### src/rtl/can_pkg.sv
// Shared constants, state encoding and the CRC-15 step function for the CAN CRC path.
package can_pkg;

  localparam int               CAN_CRC_LEN  = 15;
  localparam logic [14:0]      CAN_CRC_POLY = 15'h4599;

  typedef enum logic [1:0] {
    ST_IDLE      = 2'd0,
    ST_ACCUM     = 2'd1,
    ST_CRC_FIELD = 2'd2,
    ST_DELIM     = 2'd3
  } crc_state_e;

  // One bit of the CAN CRC-15: feedback is the incoming bit xor the register MSB.
  function automatic logic [CAN_CRC_LEN-1:0] crc15_step(input logic [CAN_CRC_LEN-1:0] crc,
                                                        input logic                   din);
    logic fb;
    fb = din ^ crc[CAN_CRC_LEN-1];
    crc15_step = {crc[CAN_CRC_LEN-2:0], 1'b0} ^ (fb ? CAN_CRC_POLY : '0);
  endfunction

endpackage

### src/rtl/can_crc.sv
// CRC-15 LFSR with synchronous clear; also exposes the value it will hold after this edge.
module can_crc
  import can_pkg::*;
(
  input  logic                   clock,
  input  logic                   clr_i,
  input  logic                   en_i,
  input  logic                   din_i,
  output logic [CAN_CRC_LEN-1:0] crc_o,
  output logic [CAN_CRC_LEN-1:0] crc_nxt_o
);

  logic [CAN_CRC_LEN-1:0] crc_q;

  always_comb begin
    crc_nxt_o = crc_q;
    if (clr_i)     crc_nxt_o = '0;
    else if (en_i) crc_nxt_o = crc15_step(crc_q, din_i);
  end

  always_ff @(posedge clock) crc_q <= crc_nxt_o;

  assign crc_o = crc_q;

endmodule

### src/rtl/can_crc_sequencer.sv
// Frame-level control of the CAN CRC-15 LFSR: accumulate, serialise/check CRC, check delimiter.
module can_crc_sequencer
  import can_pkg::*;
#(
  parameter int CRC_LEN     = CAN_CRC_LEN,
  parameter bit DELIM_CHECK = 1'b1
) (
  input  logic               clock,
  input  logic               reset_n,
  input  logic               bit_strobe,
  input  logic               bit_in,
  input  logic               stuff_bit,
  input  logic               sof,
  input  logic               crc_start,
  input  logic               tx_mode,
  input  logic               abort,
  output logic               busy,
  output logic [CRC_LEN-1:0] crc_value,
  output logic               tx_crc_bit,
  output logic               crc_done,
  output logic               crc_ok,
  output logic               crc_err,
  output logic               form_err
);

  localparam int CW = $clog2(CRC_LEN + 1);

  crc_state_e         state_q, state_d;
  logic [CW-1:0]      cnt_q, cnt_d, cnt_inc;
  logic [CRC_LEN-1:0] shadow_q, shadow_d;
  logic [CRC_LEN-1:0] crc_nxt;
  logic               txm_q, txm_d;
  logic               done_q, done_d, ok_q, ok_d, err_q, err_d, ferr_q, ferr_d;
  logic               strobe_ok, sof_hit, crc_clear, lfsr_en;

  assign strobe_ok = bit_strobe & ~stuff_bit;
  assign sof_hit   = strobe_ok & sof;
  assign cnt_inc   = cnt_q + 1'b1;

  always_comb begin
    state_d   = state_q;
    cnt_d     = cnt_q;
    shadow_d  = shadow_q;
    txm_d     = txm_q;
    done_d    = 1'b0;
    ok_d      = 1'b0;
    err_d     = 1'b0;
    ferr_d    = 1'b0;
    crc_clear = 1'b0;
    lfsr_en   = strobe_ok & ((state_q == ST_ACCUM) | ((state_q == ST_CRC_FIELD) & ~txm_q));

    unique case (state_q)
      ST_IDLE: begin
        crc_clear = 1'b1;
        if (sof_hit) state_d = ST_ACCUM;
      end
      ST_ACCUM: begin
        if (sof_hit) begin
          crc_clear = 1'b1;
        end else if (crc_start) begin
          // crc_nxt already includes a data bit strobed in this same cycle
          state_d  = ST_CRC_FIELD;
          txm_d    = tx_mode;
          shadow_d = crc_nxt;
          cnt_d    = '0;
        end
      end
      ST_CRC_FIELD: begin
        if (sof_hit) begin
          crc_clear = 1'b1;
          cnt_d     = '0;
          state_d   = ST_ACCUM;
        end else if (strobe_ok) begin
          cnt_d = cnt_inc;
          if (txm_q) shadow_d = {shadow_q[CRC_LEN-2:0], 1'b0};
          if (cnt_inc == CW'(CRC_LEN)) state_d = ST_DELIM;
        end
      end
      ST_DELIM: begin
        // the delimiter is never stuffed, so stuff_bit is not consulted here
        if (bit_strobe) begin
          done_d  = 1'b1;
          ok_d    = ~txm_q & (crc_value == '0);
          err_d   = ~txm_q & (crc_value != '0);
          ferr_d  = DELIM_CHECK & ~bit_in;
          state_d = ST_IDLE;
        end
      end
      default: state_d = ST_IDLE;
    endcase

    if (abort) begin
      state_d   = ST_IDLE;
      crc_clear = 1'b1;
      lfsr_en   = 1'b0;
      done_d    = 1'b0;
      ok_d      = 1'b0;
      err_d     = 1'b0;
      ferr_d    = 1'b0;
    end
  end

  always_ff @(posedge clock or negedge reset_n) begin
    if (!reset_n) begin
      state_q  <= ST_IDLE;
      cnt_q    <= '0;
      shadow_q <= '0;
      txm_q    <= 1'b0;
      done_q   <= 1'b0;
      ok_q     <= 1'b0;
      err_q    <= 1'b0;
      ferr_q   <= 1'b0;
    end else begin
      state_q  <= state_d;
      cnt_q    <= cnt_d;
      shadow_q <= shadow_d;
      txm_q    <= txm_d;
      done_q   <= done_d;
      ok_q     <= ok_d;
      err_q    <= err_d;
      ferr_q   <= ferr_d;
    end
  end

  can_crc u_crc (
    .clock     (clock),
    .clr_i     (crc_clear | ~reset_n),
    .en_i      (lfsr_en),
    .din_i     (bit_in),
    .crc_o     (crc_value),
    .crc_nxt_o (crc_nxt)
  );

  assign busy       = (state_q != ST_IDLE);
  assign tx_crc_bit = (state_q == ST_CRC_FIELD && txm_q) ? shadow_q[CRC_LEN-1] : 1'b1;
  assign crc_done   = done_q;
  assign crc_ok     = ok_q;
  assign crc_err    = err_q;
  assign form_err   = ferr_q;

endmodule

### config.mk
export PLATFORM = sky130hd
export DESIGN_NAME = can_crc_sequencer
export DESIGN_NICKNAME = d
export VERILOG_FILES = /design/src/rtl/can_pkg.sv /design/src/rtl/can_crc.sv /design/src/rtl/can_crc_sequencer.sv
export SDC_FILE = /design/constraint.sdc
export NUM_CORES = 1
export LEC_CHECK = 0
export CAP_MARGIN = 30
export CORE_MARGIN = 5
export CORE_UTILIZATION = 29
export DETAILED_ROUTE_END_ITERATION = 8
export GPL_TIMING_DRIVEN = 1
export PLACE_DENSITY = 0.54
export SYNTH_ARGS = -nofsm -noshare
export SYNTH_HDL_FRONTEND = slang
export SYNTH_SLANG_ARGS = --single-unit
export TNS_END_PERCENT = 20
### constraint.sdc
create_clock -name clock -period 2.9 [get_ports clock]
set_input_delay 0.435 -clock clock [delete_from_list [all_inputs] [get_ports clock]]
set_output_delay 0.435 -clock clock [all_outputs]
set_load 0.01 [all_outputs]
==> results of run 1 <==
## placed cells by master, fill, tap and decap left out, types with 2 or more instances in the layout
| cell type | n |
|---|---|
| o21ai_1 | 2 |
| nand3_1 | 8 |
| xnor2_1 | 7 |
| nand3b_1 | 2 |
| a21oi_1 | 8 |
| buf_4 | 6 |
| nor4_1 | 3 |
| nor2b_1 | 2 |
| inv_1 | 16 |
| clkbuf_8 | 5 |
| o21ai_0 | 7 |
| nand2_1 | 12 |
| o21a_1 | 8 |
| nor3_1 | 2 |
| o311ai_1 | 8 |
| dfrtp_1 | 26 |
| dfxtp_1 | 15 |
| clkdlybuf4s50_1 | 29 |
| clkbuf_16 | 2 |
| xor2_1 | 2 |
| o211ai_1 | 2 |
| mux2i_1 | 9 |
| ha_1 | 7 |
| o221ai_2 | 5 |
| o211ai_2 | 2 |
| nor2_1 | 24 |
## flip-flops by register name (all words and copies together), names as in the netlist
| register | count |
|---|---|
| crc_err | 1 |
| txm_q | 1 |
| form_err | 1 |
| cnt_q | 4 |
| crc_ok | 1 |
| shadow_q | 15 |
| state_q | 2 |
| u_crc.crc_o | 15 |
| crc_done | 1 |
## layer usage
metal | global-route usage [%] | up-vias | share of wire, %
met5 | 0 | - | 0
met4 | 3.97 | 0 | 1.4
met3 | 2.63 | 4 | 4.2
met2 | 16.5 | 32 | 45
met1 | 16.0 | 772 | 50
li1 | - | 813 | -
## kinds of logic after synthesis
| family | share of synthesized area (%) |
|---|---|
| AND/OR/NAND/NOR | 15.5 |
| AO/OA/AOI/OAI | 20.1 |
| flip-flops | 45.7 |
| buffers and inverters | 5.83 |
| multiplexers | 4.87 |
| XOR/XNOR | 3.79 |
| adder cells (fa/ha/maj) | 4.21 |
## power by group through the flow
stage	registers, mW	logic [mW]	clock network, mW
floorplan	0.753	0.390	0
global placement	0.774	0.497	0
detailed placement	0.773	0.499	0
CTS	0.761	0.503	0.504
global route	0.780	0.564	0.529
finish	0.763	0.497	0.490
## worst max path at each step
stage,depth (start not counted),from,to
after CTS,4,state_q[0],tx_crc_bit
after global placement,5,stuff_bit,shadow_q[3]
after floorplan,9,state_q[0],shadow_q[10]
after global routing,4,state_q[0],tx_crc_bit
final,4,state_q[0],tx_crc_bit
after detailed placement,7,stuff_bit,shadow_q[12]
## final cells by class
cell class,count,area [um2],area share (%)
Clock inverter,1,8.76,0.337
Timing Repair Buffer,35,335,12.9
Clock buffer,7,119,4.57
Tap cell,96,120,4.62
Multi-Input combinational cell,142,1010,38.8
Sequential cell,41,951,36.5
Inverter,16,60.1,2.31
## critical path, stage by stage (launching register included)
cell and delay, ns:
dfrtp_1 0.41, inv_1 0.15, ha_1 0.38, nand3b_1 0.16
clkdlybuf4s50_1 0.51
==> results.cfg, run 1 <==
[logic_synthesis]
synth_enable_flop_cells = 0
synthDominantCellAreaShare_pct = 31.3
postSynth.topFlopCell = dfrtp_1
yosysMostFrequentCell = dfrtp_1
yosys_warnings = 0
mean_instance_size_in_the_synthesized_netlist_um2 = 9.96
synth-seq-area-share_pct = 45.7
netlist_top_cells_count = 26 x dfrtp_1, 24 x nor2_1, 16 x inv_1, 15 x dfxtp_1, 12 x nand2_1
synthesis.instances = 209
netlist_area_um2 = 2080
syn-num-nets = 225
synth_top_cells_by_area = dfrtp_1 31%, dfxtp_1 14%, mux2i_1 4.3%, nor2_1 4.3%, ha_1 4.2%
synth_async_sr_flop_share_pct = 63.4
synth_top_cell_by_area = dfrtp_1
number_of_distinct_library_cells_after_synthesis = 48
ys_ff_latch = 41

[global_routing]
grtUsageTotal_pct = 11.2
wire_length_of_the_first_global_routing_pass_um = 7880
maximum_number_of_pins_on_one_net_before_global_route_repair = 29
globalRouteOverflowTotal = 0
number_of_global_route_vias_before_repair = 1537
antenna_found_initial = 0

[placement]
place.detailed.instances = 330
dpl_cell_area_um2 = 2470
detailedPlacementHpwl_um = 3430
placement.io_buffers = 29
globalplace.congestion = 0.796
place_worst_setup_slack_ns = 0.525

[drt]
dr.pass1.iters = 5
postRouteWirelength_um = 4710
remaining_drc_errors = 0
routed_via_density = 4.80
detailedRoute.firstIterationViolations = 53
wl_per_cell_um = 13.9
ant_nets = 0
dr_total_vias = 1621

[sta]
slew-limit-headroom_pct = 75.8
timing.final.setup_violations = 0
hold_violations = 0
maxSlewViolCount = 0
finClkSkew_ns = 0.00982
worstMarginPinSlew_ns = 0.353
max_freq_ghz = 0.430
setup-tns-final_ns = 0
final_worst_path_cycle_share_pct = 80.3
timing.hold.ws_ns = 0.499
layout_setup_ws_ns = 0.572
min_period_ns = 2.33
rsz_0062_raised_after_global_routing = false

[die]
design.core.area_um2 = 6910
overall_die_height_um = 94.7
initial_core_util_pct = 30.1
std_cell_rows = 30
die_ar_um2 = 8970
die_w_um = 94.7
pin_count = 30

[clocking]
cts_buffers = 5
clock_insertion_delay_worst_skew_ns = 0.30
htree_levels = 2
clock_path_buffers = 2
cts_resized = 0
tritoncts_clock_tree = built
post-cts-setup-buffer-count = 0
clock-root-buffer = clkbuf_8
clock_sinks = 41
clkSlewWorstSetupHoldPaths_ns = 0.08
ctsHoldBuffers = 0

[pwr]
vdd_drop_max_mv = 0.251
p_leak_nw = 1.02
sequentialPowerShare_pct = 43.6
netSwitchingPower_mw = 0.556
p_sw_share_pct = 31.7
pwr-share-clk_pct = 28.0
power_density_nw_per_um2 = 672
report.power.total_mw = 1.75
internal-power_mw = 1.19
power.share.combinational_pct = 28.4

[finish]
antenna_cells_inserted = 0
post-route-cell-area_um2 = 2600
area_growth_pct = 25.1
layout-drive-gt1-share_pct = 10.3
layout.cells.non_filler = 338
utilization_pct = 37.7
nNetsFinal = 257
final.fill_count = 723

[worst_setup_path]
worst_setup_path_start_kind = flip-flop
worstSetupPathType = flip-flop to output port
worst_ep_arrival_time_ns = 1.89
r2r_slack_ns = 0.68
path_max_fanout = 10
timing.rr.end = shadow_q[9]
end_kind = output port
r2r-start = state_q[0]
worst_r2r_path_depth = 8
required_ns = 2.47

[outcome]
run_status = finished, final reports clean

[hold_path]
hold_path_depth = 1
holdCritStartpoint = shadow_q[2]
hold-path-endpoint = shadow_q[2]
hold_class = flip-flop to flip-flop

[flow_run]
maxCapViolations = 0
No activity file was read; power rests on OpenSTA's default activity.
==> inputs of run 2 (changes only) <==
clock period = 2.45 ns   (was 2.9 ns; I/O delays follow)
==> results.cfg, run 2 (synthesis gave the netlist of run 1 again) <==
[outcome]
run_status = finished, final reports clean

[sta]
rsz_0062_raised_after_global_routing = false
layout_setup_ws_ns = 0.170
max_freq_ghz = 0.439
min_period_ns = 2.28
worstMarginPinSlew_ns = 0.361
timing.hold.ws_ns = 0.494
finClkSkew_ns = 0.00705
timing.final.setup_violations = 0
slew-limit-headroom_pct = 75.2
final_worst_path_cycle_share_pct = 93.1
maxSlewViolCount = 0
setup-tns-final_ns = 0
hold_violations = 0

[placement]
placement.io_buffers = 29
place_worst_setup_slack_ns = 0.171
place.detailed.instances = 331
detailedPlacementHpwl_um = 3480
globalplace.congestion = 0.824
dpl_cell_area_um2 = 2510

[die]
die_w_um = 94.7
design.core.area_um2 = 6910
initial_core_util_pct = 30.1
pin_count = 30
overall_die_height_um = 94.7
std_cell_rows = 30
die_ar_um2 = 8970

[clocking]
htree_levels = 2
post-cts-setup-buffer-count = 0
cts_buffers = 5
tritoncts_clock_tree = built
cts_resized = 0
clock_path_buffers = 2
ctsHoldBuffers = 0
clock_insertion_delay_worst_skew_ns = 0.29
clkSlewWorstSetupHoldPaths_ns = 0.08
clock-root-buffer = clkbuf_8
clock_sinks = 41

[worst_setup_path]
critical-path-max-stage-delay_ns = 0.51
timing.rr.end = shadow_q[6]
r2r_slack_ns = 0.24
r2r-start = state_q[0]
worst_setup_path_start_kind = flip-flop
worst_ep_arrival_time_ns = 1.91
cp.buffers_inverters = 2
path_max_fanout = 10
critical_path.top_delay_family = buffers and inverters
worstSetupPathType = flip-flop to output port
end_kind = output port
worst_path_max_delay_cell = clkdlybuf4s50_1
crit_path_cell_trace = inv_1 > ha_1 > nand3b_1 > clkdlybuf4s50_1
required_ns = 2.08
worst_r2r_path_depth = 8

[global_routing]
number_of_global_route_vias_before_repair = 1595
antenna_found_initial = 0
globalRouteOverflowTotal = 0
grtUsageTotal_pct = 11.3
wire_length_of_the_first_global_routing_pass_um = 7840
maximum_number_of_pins_on_one_net_before_global_route_repair = 29

[pwr]
vdd_drop_max_mv = 0.209
power_density_nw_per_um2 = 752
report.power.total_mw = 1.95
p_leak_nw = 1.01

[drt]
dr.pass1.iters = 4
routed_via_density = 4.72
remaining_drc_errors = 0
ant_nets = 0
dr_total_vias = 1600
wl_per_cell_um = 13.7
postRouteWirelength_um = 4650
detailedRoute.firstIterationViolations = 71

[hold_path]
hold_class = flip-flop to flip-flop
hold_path_depth = 1
hold-path-endpoint = shadow_q[12]
holdCritStartpoint = shadow_q[12]

[finish]
layout.cells.most_common_list = 29 x clkdlybuf4s50_1, 26 x dfrtp_1, 24 x nor2_1
utilization_pct = 37.6
layout.cells.non_filler = 339
nNetsFinal = 258
multiInputGateArea_um2 = 1010
area.sequential_um2 = 951
area_growth_pct = 24.7
most_frequent_standard_cell_in_the_layout_excluding_fill_and_tap_cells = clkdlybuf4s50_1
antenna_cells_inserted = 0
final.fill_count = 729
post-route-cell-area_um2 = 2590
layout-drive-gt1-share_pct = 10.7

[flow_run]
maxCapViolations = 0
==> run 2: routing by layer <==
| layer | up-vias | wire [um] | track usage, % |
|---|---|---|---|
| met4 | 0 | 65 | 4.33 |
| met2 | 26 | 2120 | 17.5 |
| met1 | 758 | 2290 | 15.2 |
| met5 | - | 0 | 0 |
| met3 | 5 | 168 | 2.55 |
| li1 | 811 | - | - |
==> run 2: power by group <==
part | internal, mW | switching (mW)
clock network | 0.197 | 0.235
registers | 0.810 | 0.0927
logic | 0.295 | 0.321
==> run 2: how the worst max path moves through the flow <==
stage	startpoint	end	cells past startpoint
final	state_q[0]	tx_crc_bit	4
after global routing	state_q[0]	tx_crc_bit	4
after CTS	state_q[0]	tx_crc_bit	4
after detailed placement	stuff_bit	shadow_q[3]	5
after global placement	stuff_bit	shadow_q[8]	5
after floorplan	state_q[0]	shadow_q[10]	9
==> run 2: layout make-up <==
type                       instances  share of cell area [%]
multi-input combinational        142                    38.9
sequential                        41                    36.7
timing repair buffer              36                    14.2
tap                               96                    4.63
clock buffer                       5                    2.65
inverter                          16                    2.32
clock inverter                     3                   0.675
==> run 2: worst reg2reg max path, stage by stage, from the launching register on <==
cell      delay [ns]
dfrtp_1         0.39
inv_1           0.11
ha_1            0.33
nor2b_1         0.18
o211ai_1        0.26
buf_12          0.21
mux2i_1         0.38
o311ai_1        0.13
o21a_1          0.12
